**src/rtl/dot_feeder_pkg.sv**
```systemverilog
// Shared constants for the feeder/collector family: widths, address layout,
// timeout counter width and the feeder state encoding.
package dot_feeder_pkg;

   localparam int DATA_LEN = 16;
   localparam int VEC_LEN  = 36;
   localparam int VEC_W    = VEC_LEN * DATA_LEN;
   localparam int CS_W     = 4;
   localparam int PHASE_W  = 3;
   localparam int ADDR_W   = CS_W + PHASE_W;
   localparam int TO_W     = 6;

   typedef enum logic [2:0] {
      ST_IDLE,
      ST_FETCH,
      ST_LOAD,
      ST_CAPTURE,
      ST_DONE
   } state_t;

   // Operand/result address layout is {cs, phase}.
   function automatic logic [ADDR_W-1:0] pack_addr(input logic [CS_W-1:0] cs,
                                                   input logic [PHASE_W-1:0] phase);
      return {cs, phase};
   endfunction

endpackage

```
**src/rtl/dot_feeder_if.sv**
```systemverilog
// Dot-channel connection: the feeder is the master, the channel the slave.
interface dot_feeder_if;
   import dot_feeder_pkg::*;

   logic [VEC_W-1:0]    d;
   logic                dc_load;
   logic                ws_load;
   logic [CS_W-1:0]     cs;
   logic [PHASE_W-1:0]  phase;
   logic                dc_valid;
   logic [DATA_LEN-1:0] dc_q;

   modport master (
      output d, dc_load, ws_load, cs, phase,
      input  dc_valid, dc_q
   );

   modport slave (
      input  d, dc_load, ws_load, cs, phase,
      output dc_valid, dc_q
   );

endinterface

```
**src/rtl/dot_feeder_idx.sv**
```systemverilog
// Nested cs/phase counter: phase is the inner loop, cs the outer, with a
// flag marking the final pair of the sweep.
module dot_feeder_idx
   import dot_feeder_pkg::*;
#(
   parameter int CS_NUM    = 16,
   parameter int PHASE_NUM = 8
) (
   input  logic               clk,
   input  logic               rst,
   input  logic               clear,
   input  logic               advance,
   output logic [CS_W-1:0]    cs,
   output logic [PHASE_W-1:0] phase,
   output logic               last
);

   localparam logic [CS_W-1:0]    CS_LAST    = CS_W'(CS_NUM - 1);
   localparam logic [PHASE_W-1:0] PHASE_LAST = PHASE_W'(PHASE_NUM - 1);

   assign last = (cs == CS_LAST) && (phase == PHASE_LAST);

   always_ff @(posedge clk) begin
      if (rst || clear) begin
         cs    <= '0;
         phase <= '0;
      end else if (advance) begin
         if (phase == PHASE_LAST) begin
            phase <= '0;
            cs    <= (cs == CS_LAST) ? '0 : cs + 1'b1;
         end else begin
            phase <= phase + 1'b1;
         end
      end
   end

endmodule

```
**src/rtl/dot_feeder.sv**
```systemverilog
// Dot-channel initiator: fetches one operand vector per (cs, phase) pair, runs
// it through the channel and emits one result beat. DOT_FEEDER_RELU_EN clamps
// negative results to zero.
module dot_feeder
   import dot_feeder_pkg::*;
#(
   parameter int CS_NUM    = 16,
   parameter int PHASE_NUM = 8,
   parameter int TIMEOUT   = 63
) (
   input  logic                clk,
   input  logic                rst,
   input  logic                start,
   output logic                src_req,
   output logic [ADDR_W-1:0]   src_addr,
   input  logic                src_valid,
   input  logic [VEC_W-1:0]    src_data,
   dot_feeder_if.master        dc,
   output logic                res_valid,
   output logic [DATA_LEN-1:0] res_data,
   output logic [ADDR_W-1:0]   res_addr,
   output logic                busy,
   output logic                done,
   output logic                err
);

   localparam logic [TO_W-1:0] TO_LAST = TO_W'(TIMEOUT - 1);

   state_t              state;
   state_t              state_nx;
   logic                fetch_sent;
   logic [TO_W-1:0]     to_cnt;
   logic [VEC_W-1:0]    d_q;
   logic [DATA_LEN-1:0] res_q;
   logic [DATA_LEN-1:0] res_shaped;
   logic                err_q;
   logic                load;
   logic                sweep_start;
   logic                accept_src;
   logic                accept_q;
   logic                timeout_hit;
   logic                idx_adv;
   logic [CS_W-1:0]     cs;
   logic [PHASE_W-1:0]  phase;
   logic                last;

   dot_feeder_idx #(
      .CS_NUM    (CS_NUM),
      .PHASE_NUM (PHASE_NUM)
   ) u_idx (
      .clk     (clk),
      .rst     (rst),
      .clear   (sweep_start),
      .advance (idx_adv),
      .cs      (cs),
      .phase   (phase),
      .last    (last)
   );

`ifdef DOT_FEEDER_RELU_EN
   always_comb begin
      res_shaped = dc.dc_q[DATA_LEN-1] ? '0 : dc.dc_q;
   end
`else
   always_comb begin
      res_shaped = dc.dc_q;
   end
`endif

   // dc_valid is tested before the timeout so a result arriving on the
   // terminal count is still taken.
   always_comb begin
      state_nx    = state;
      src_req     = 1'b0;
      load        = 1'b0;
      res_valid   = 1'b0;
      done        = 1'b0;
      sweep_start = 1'b0;
      accept_src  = 1'b0;
      accept_q    = 1'b0;
      timeout_hit = 1'b0;
      idx_adv     = 1'b0;
      case (state)
         ST_IDLE: begin
            if (start) begin
               sweep_start = 1'b1;
               state_nx    = ST_FETCH;
            end
         end
         ST_FETCH: begin
            src_req = !fetch_sent;
            if (src_valid) begin
               accept_src = 1'b1;
               state_nx   = ST_LOAD;
            end
         end
         ST_LOAD: begin
            load = 1'b1;
            if (dc.dc_valid) begin
               accept_q = 1'b1;
               state_nx = ST_CAPTURE;
            end else if (to_cnt == TO_LAST) begin
               timeout_hit = 1'b1;
               state_nx    = ST_IDLE;
            end
         end
         ST_CAPTURE: begin
            res_valid = 1'b1;
            idx_adv   = 1'b1;
            state_nx  = last ? ST_DONE : ST_FETCH;
         end
         ST_DONE: begin
            done     = 1'b1;
            state_nx = ST_IDLE;
         end
         default: state_nx = ST_IDLE;
      endcase
   end

   // fetch_sent is low only in the first cycle of each FETCH visit, so the
   // request is a single-cycle pulse however long the source takes.
   always_ff @(posedge clk) begin
      if (rst) begin
         state      <= ST_IDLE;
         fetch_sent <= 1'b0;
         to_cnt     <= '0;
         d_q        <= '0;
         res_q      <= '0;
         err_q      <= 1'b0;
      end else begin
         state      <= state_nx;
         fetch_sent <= (state == ST_FETCH);
         to_cnt     <= (state == ST_LOAD) ? to_cnt + 1'b1 : '0;
         if (accept_src) begin
            d_q <= src_data;
         end
         if (accept_q) begin
            res_q <= res_shaped;
         end
         if (sweep_start) begin
            err_q <= 1'b0;
         end else if (timeout_hit) begin
            err_q <= 1'b1;
         end
      end
   end

   assign src_addr   = pack_addr(cs, phase);
   assign res_addr   = pack_addr(cs, phase);
   assign res_data   = res_q;
   assign busy       = (state != ST_IDLE);
   assign err        = err_q;
   assign dc.d       = d_q;
   assign dc.dc_load = load;
   assign dc.ws_load = load;
   assign dc.cs      = cs;
   assign dc.phase   = phase;

endmodule

```
**src/flat_wrapper.sv**
```systemverilog
// flat-port wrapper written by rule: the top's interface ports become plain ports
module dot_feeder_flat import dot_feeder_pkg::*;
#(
   parameter int CS_NUM    = 16,
   parameter int PHASE_NUM = 8,
   parameter int TIMEOUT   = 63
)
  (clk, rst, start, src_req, src_addr, src_valid, src_data, res_valid, res_data, res_addr, busy, done, err, dc_d, dc_dc_load, dc_ws_load, dc_cs, dc_phase, dc_dc_valid, dc_dc_q);
  dot_feeder_if dc_i ();
  input  logic clk;
  input  logic rst;
  input  logic start;
  output logic src_req;
  output logic [ADDR_W-1:0] src_addr;
  input  logic src_valid;
  input  logic [VEC_W-1:0] src_data;
  output logic res_valid;
  output logic [DATA_LEN-1:0] res_data;
  output logic [ADDR_W-1:0] res_addr;
  output logic busy;
  output logic done;
  output logic err;
  output wire logic [$bits(dc_i.d)-1:0] dc_d;
  output wire logic [$bits(dc_i.dc_load)-1:0] dc_dc_load;
  output wire logic [$bits(dc_i.ws_load)-1:0] dc_ws_load;
  output wire logic [$bits(dc_i.cs)-1:0] dc_cs;
  output wire logic [$bits(dc_i.phase)-1:0] dc_phase;
  input wire logic [$bits(dc_i.dc_valid)-1:0] dc_dc_valid;
  input wire logic [$bits(dc_i.dc_q)-1:0] dc_dc_q;
  assign dc_d = dc_i.d;
  assign dc_dc_load = dc_i.dc_load;
  assign dc_ws_load = dc_i.ws_load;
  assign dc_cs = dc_i.cs;
  assign dc_phase = dc_i.phase;
  assign dc_i.dc_valid = dc_dc_valid;
  assign dc_i.dc_q = dc_dc_q;
  dot_feeder #(.CS_NUM(CS_NUM), .PHASE_NUM(PHASE_NUM), .TIMEOUT(TIMEOUT)) u_core (.clk(clk), .rst(rst), .start(start), .src_req(src_req), .src_addr(src_addr), .src_valid(src_valid), .src_data(src_data), .dc(dc_i), .res_valid(res_valid), .res_data(res_data), .res_addr(res_addr), .busy(busy), .done(done), .err(err));
endmodule
```
**config.mk**
```make
export PLATFORM = sky130hd
export DESIGN_NAME = dot_feeder_flat
export DESIGN_NICKNAME = d
export VERILOG_FILES = /design/src/rtl/dot_feeder_pkg.sv /design/src/rtl/dot_feeder_if.sv /design/src/rtl/dot_feeder_idx.sv /design/src/rtl/dot_feeder.sv /design/src/flat_wrapper.sv
export SDC_FILE = /design/constraint.sdc
export NUM_CORES = 1
export LEC_CHECK = 0
export BUFFER_PORTS_ARGS = -buffer_cell sky130_fd_sc_hd__buf_2
export CAP_MARGIN = 0
export CORE_AREA = 2 2 469 471
export DETAILED_ROUTE_END_ITERATION = 8
export DIE_AREA = 0 0 471 473
export MAX_ROUTING_LAYER = met4
export PLACE_DENSITY = 0.3
export SLEW_MARGIN = 20
export SYNTH_ARGS = -nofsm -noshare
export SYNTH_HDL_FRONTEND = slang
export SYNTH_HIERARCHICAL = 1
export SYNTH_SLANG_ARGS = --single-unit
```
**constraint.sdc**
```tcl
create_clock -name clk -period 2.1 [get_ports clk]
set_input_delay 0.525 -clock clk [delete_from_list [all_inputs] [get_ports clk]]
set_output_delay 0.525 -clock clk [all_outputs]
set_load 0.01 [all_outputs]
```
Word-level counts from Yosys, hierarchy flattened
Index checks and enable logic that the tools add are counted.
W data, S select, Z words.
{ "op_classes": {"shifts": 0, "n_div": 0, "n_reduce_logical": 9, "bitwise": 1, "n_addsub": 3, "n_lt_le_gt_ge": 0, "muxes": 21, "mul": 0, "eq_ne": 10} }
{ "ops": {"columns": ["op", "count"], "rows": [
  ["$mux W3", 6],
  ["$mux W1", 13],
  ["$pmux W3 S4", 1],
  ["$add A6 B1 Y6 const B", 1],
  ["$eq A3 B2 Y1 const B", 2],
  ["$eq A3 B3 Y1 const B", 2],
  ["$eq A6 B6 Y1 const B", 1],
  ["$add A4 B1 Y4 const B", 1],
  ["$eq A4 B4 Y1 const B", 1],
  ["$mux W4", 1],
  ["$ne A2 B2 Y1 const B", 2],
  ["$reduce_or A2 Y1", 2],
  ["$add A3 B1 Y3 const B", 1],
  ["$eq A3 B1 Y1 const B", 1],
  ["$logic_not A3 Y1", 1],
  ["$ne A3 B2 Y1 const B", 1],
  ["$reduce_and A3 Y1", 1],
  ["$reduce_bool A3 Y1", 1],
  ["$reduce_and A2 Y1", 1],
  ["$logic_and A1 B1 Y1", 1],
  ["$logic_not A1 Y1", 1],
  ["$logic_or A1 B1 Y1", 1],
  ["$not A1 Y1", 1]
]} }
{ "word_totals": {"output_inout_bits": 620, "ramBits": 0, "memories": 0, "romBits": 0, "latch_bits": 0, "elab_cells": 52, "ff_bits": 610} }

Longest topological paths before layout
{ "depth": {"ltp_word": 4, "ltp_mapped": 7, "mapped_depth_nobuf": 6} }

By module
The synthesis kept the hierarchy.
{ "by_module_without_submodules": {"columns": ["mod", "seq_area_each_um2", "area_per_inst_um2", "cells_each", "instances"], "rows": [
  ["dot_feeder", 12071.6, 20807.5, 2638, 1],
  ["dot_feeder_idx", 140.1, 339.1, 39, 1]
]} }

Worst setup path before layout
Ideal clock, no wire load.
{ "synth_timing": {"path_kind": "reg-to-output", "startpoint": "register u_core.state[0]", "endpoint": "output port src_req", "stages_incl_launch_ff": 4, "t_required_ps": 1575, "slack_ps": 421, "path_buffers": 1, "t_arrival_ps": 1154, "cell_sequence": "dfxtp_1 -> clkbuf_2 -> or3b_2 -> nor2_1"} }
{ "synth_between": {"elab_chain_cells": 2} }
{ "synth_rtl": {"columns": ["element", "line_no", "text"], "rows": [
  ["start, declared", "dot_feeder.sv:29", "state_t state;"],
  ["start signal, assigned", "dot_feeder.sv:131", "state <= state_nx;"],
  ["$eq A3 B1 Y1", "dot_feeder.sv:83", "case (state)"],
  ["$mux W1", "dot_feeder.sv:83", null],
  ["end, declared", "flat_wrapper.sv:13", "output logic src_req;"]
]} }
No other way between the ends.

Worst setup path in the final report
{ "layout_timing": {"startpoint": "register u_core.state[2]", "endpoint": "output port src_req"} }
The elaborated chain is that of the path after synthesis.

==> metrics.txt <==
# TYPE chip_impl_metric gauge
chip_impl_metric{name="initial_utilization",unit="%"} 9.69
chip_impl_metric{name="grt_remaining_overflow",unit=""} 0
chip_impl_info{name="critPathLaunchType",value="flip-flop"} 1
chip_impl_metric{name="multi_input_area",unit="µm²"} 7940
chip_impl_metric{name="part_of_the_yosys_area_used_for_sequential_elements",unit="%"} 57.7
chip_impl_metric{name="cp.buffers_inverters",unit=""} 1
chip_impl_metric{name="insertion_delay",unit="ns"} 0.72
chip_impl_metric{name="timing.final.ws_setup",unit="ns"} -0.0817
chip_impl_metric{name="ios",unit=""} 1217
chip_impl_metric{name="maxCapViolations",unit=""} 0
chip_impl_metric{name="placement.io_buffers",unit=""} 1216
chip_impl_info{name="rsz0062_at_grt",value="yes"} 1
chip_impl_info{name="commonest_cells_after_routing_fill_and_taps_aside",value="buf_2, nand2_1, dfxtp_1, a21oi_1, dlygate4sd3_1"} 1
chip_impl_metric{name="gp_congestion",unit=""} 0.854
chip_impl_metric{name="num-nets-final",unit=""} 4887
chip_impl_metric{name="ant_nets",unit=""} 0
chip_impl_metric{name="detailedPlace.worstSlack",unit="ns"} 0.142
chip_impl_metric{name="slew_headroom",unit="%"} 60.8
chip_impl_metric{name="cts.clk_slew.worst_paths",unit="ns"} 0.06
chip_impl_metric{name="p_sw",unit="mW"} 8.86
chip_impl_metric{name="post_route_cells_drive_above_1_share",unit="%"} 33.5
chip_impl_metric{name="number_of_antenna_violations_at_the_first_check_in_global_routing",unit=""} 106
chip_impl_metric{name="clkSinkCount",unit=""} 610
chip_impl_metric{name="power_density",unit="nW/µm²"} 824
chip_impl_metric{name="clockPowerShare",unit="%"} 47.4
chip_impl_metric{name="synth_cell_type_count",unit=""} 35
chip_impl_metric{name="drc",unit=""} 0
chip_impl_metric{name="synthesis.area",unit="µm²"} 21100
chip_impl_metric{name="timing.clock.skew",unit="ns"} 0.0510
chip_impl_metric{name="final-seq-area",unit="µm²"} 12200
chip_impl_info{name="tritoncts",value="built"} 1
chip_impl_metric{name="fmax",unit="MHz"} 458
chip_impl_info{name="critPathCaptureType",value="output pin"} 1
chip_impl_metric{name="clock_tree.buffer_depth",unit=""} 3
chip_impl_info{name="failed_checks",value="negative setup slack"} 1
chip_impl_metric{name="number_of_gates_on_the_worst_path_with_buffers_counted",unit=""} 3
chip_impl_metric{name="die-area",unit="µm²"} 223000
chip_impl_metric{name="die_h",unit="µm"} 473
chip_impl_metric{name="grt_max_degree",unit=""} 96
chip_impl_info{name="critical_path.slowest_cell",value="or3b_4"} 1
chip_impl_metric{name="ys_ff_latch",unit=""} 610
chip_impl_metric{name="wl",unit="mm"} 153
chip_impl_metric{name="max_stage_delay",unit="ns"} 0.39
chip_impl_metric{name="tns",unit="ns"} -0.302
chip_impl_metric{name="drtIter0Drc",unit=""} 1251
chip_impl_metric{name="netlist_instances",unit=""} 2677
chip_impl_metric{name="combinationalPowerShare",unit="%"} 13.4
chip_impl_info{name="result_of_the_run",value="finished with violations"} 1
chip_impl_metric{name="required",unit="ns"} 1.57
chip_impl_info{name="cp_cell_sequence",value="or3b_4 -> nor2_1 -> buf_2"} 1
chip_impl_metric{name="power.leakage",unit="nW"} 16.2
chip_impl_metric{name="sequentialPowerShare",unit="%"} 39.1
chip_impl_metric{name="grt_first_pass_wirelength",unit="mm"} 205
chip_impl_metric{name="cts_made_buffers",unit=""} 83
chip_impl_metric{name="fin_util",unit="%"} 17.6
chip_impl_metric{name="power_switching_share",unit="%"} 28.0
chip_impl_metric{name="avgSynthCellArea",unit="µm²"} 7.90
chip_impl_metric{name="synth_warnings",unit=""} 6
chip_impl_metric{name="detailedRoute.firstPassIterationCount",unit=""} 6
chip_impl_metric{name="grt_pass1_vias",unit=""} 24730
chip_impl_metric{name="track_usage",unit="%"} 13.5
chip_impl_metric{name="timing.reg2reg.worst_path_depth",unit=""} 8
chip_impl_metric{name="portion_of_the_clock_cycle_consumed_by_the_worst_path_in_the_final_layout",unit="%"} 104
chip_impl_metric{name="place_hpwl",unit="mm"} 125
chip_impl_metric{name="vdd.ir_drop.worst",unit="V"} 0.000619
chip_impl_metric{name="ctsHtreeMaxLevel",unit=""} 3
chip_impl_metric{name="crit_fanout",unit=""} 5
chip_impl_metric{name="worst_ep_arrival_time",unit="ns"} 1.66
chip_impl_info{name="critical-path-top-delay-family",value="simple AND/OR/NAND/NOR gates"} 1
chip_impl_metric{name="number_of_pins_with_negative_max_slew_slack_in_the_final_report",unit=""} 0
chip_impl_metric{name="finalSetupViolations",unit=""} 4
chip_impl_info{name="holdCritPathClass",value="in -> reg"} 1
chip_impl_metric{name="holdPathStages",unit=""} 3
chip_impl_info{name="critical_path_class",value="reg -> out"} 1
chip_impl_metric{name="routed_wire_length_per_instance",unit="µm"} 21.0
chip_impl_metric{name="tightest_slew",unit="ns"} 0.587
chip_impl_metric{name="die_w",unit="µm"} 471
chip_impl_info{name="mostFrequentLayoutCell",value="buf_2"} 1
chip_impl_metric{name="num_rows",unit=""} 172
chip_impl_metric{name="flow.area_growth_from_synthesis",unit="%"} 81.4
chip_impl_metric{name="post_drt_via_cell_ratio",unit=""} 3.40
chip_impl_metric{name="synth.net_count",unit=""} 3279
chip_impl_metric{name="core_area",unit="µm²"} 218000
chip_impl_info{name="root_buffer",value="clkbuf_16"} 1
chip_impl_metric{name="internal_power",unit="mW"} 22.8
chip_impl_metric{name="vias",unit=""} 24810
chip_impl_metric{name="num-fill-cells",unit=""} 25110
chip_impl_metric{name="power.total",unit="mW"} 31.6
chip_impl_metric{name="hold_viol",unit=""} 0
chip_impl_metric{name="finalCriticalPeriod",unit="ns"} 2.18
[sequential cells by signal (all words and copies together) (netlist names)]
signal	cells
u_core/dc.d	576
u_core/res_data	16
u_core/to_cnt	6
u_core/u_idx/cs	4
u_core/state	3
u_core/u_idx/phase	3
u_core/err	1
u_core/fetch_sent	1
[power by group through the flow]
stage          clock network, mW  registers [mW]  logic (mW)
2_1_floorplan                  0            12.8        1.18
3_3_place_gp                   0            12.6        3.62
3_5_place_dp                   0            12.6        3.62
4_1_cts                     15.7            12.4        4.35
5_1_grt                     16.0            12.4        4.61
6_report                    15.0            12.4        4.24
[worst reg2reg max path, cell delays in order (launching register included)]
cell and delay [ns]:
dfxtp_4 0.36, buf_4 0.14, buf_4 0.16, and4bb_4 0.38, buf_12 0.22, buf_12 0.24, buf_4 0.20, nand2_1 0.08
a21oi_1 0.11
[final cells by class]
type / count / share of cell area, %
clock inverters: 22 / 1.08
repair buffers: 1742 / 30.1
diodes: 76 / 0.496
flip-flops and latches: 610 / 31.9
clock buffers: 126 / 6.38
multi-input cells: 1846 / 20.7
inverters: 2 / 0.0196
well taps: 2871 / 9.36
[Yosys cell counts (all sizes together)]
master	number	share of area (%)
nand2	1191	21
dfxtp	610	58
a21oi	599	14
clkbuf	118	2.1
buf	101	2.8
nor2	10	0.18
ha	5	0.30
nand3	5	0.12
nor3b	4	0.14
o21ai	3	0.071
or3	3	0.089
xor2	3	0.12
and3b	2	0.083
inv	2	0.036
nand4bb	2	0.11
nor2b	2	0.059
nor3	2	0.047
a2111oi	1	0.041
a21o	1	0.036
a311o	1	0.047
a31oi	1	0.030
a41oi	1	0.041
and4	1	0.047
and4b	1	0.047
and4bb	1	0.059
mux2i	1	0.047
nand3b	1	0.036
nor4bb	1	0.047
or2	1	0.030
or3b	1	0.041
or4b	1	0.047
xnor2	1	0.041
[path summary, 6_finish.rpt]
path	endpoint	start	slack, ns
max	src_req	u_core/state[2]	-0.08
min	u_core/dc.d[344]	src_data[344]	0.1
max reg2reg	u_core/dc.d[210]	u_core/state[2]	0.17
min reg2reg	u_core/dc.d[242]	u_core/dc.d[242]	0.45
[routing by layer]
metal / vias to the layer above / share of wire [%] / global-route usage [%]
met5: - / 0 / -
met4: 0 / 2.2 / 3.10
met3: 168 / 9.4 / 5.42
met2: 1025 / 47 / 22.0
met1: 11683 / 41 / 15.4
li1: 11934 / - / -
[per-stage QoR]
step,cell area (µm²),hold WS [ns],instances
floorplan,21100,0.430,2677
global placement,30900,0.439,6641
detailed placement,30900,0.444,6641
CTS,38200,0.000204,7218
global route,38400,0.0184,7291
finish,38400,0.0952,7295
[cell families after synthesis]
group / Yosys count / synth area share [%]
mux: 1 / 0.0473
simple gates: 1229 / 22.3
flops: 610 / 57.7
xor+xnor: 4 / 0.166
fa+ha+maj: 5 / 0.296
buf+inv: 221 / 4.98
compound gates: 607 / 14.4
[timing repair]
| item | 4_1_cts | 5_1_grt |
|---|---|---|
| gates resized for setup | 22 | 2 |
| endpoints found under the hold margin | 425 | 0 |
| hold buffers | 425 | 0 |
| pin swaps | 2 | 2 |
| setup buffers | 5 | 1 |
| endpoints found under the setup margin | 12 | 6 |
Power figures use the tool's default switching activity.
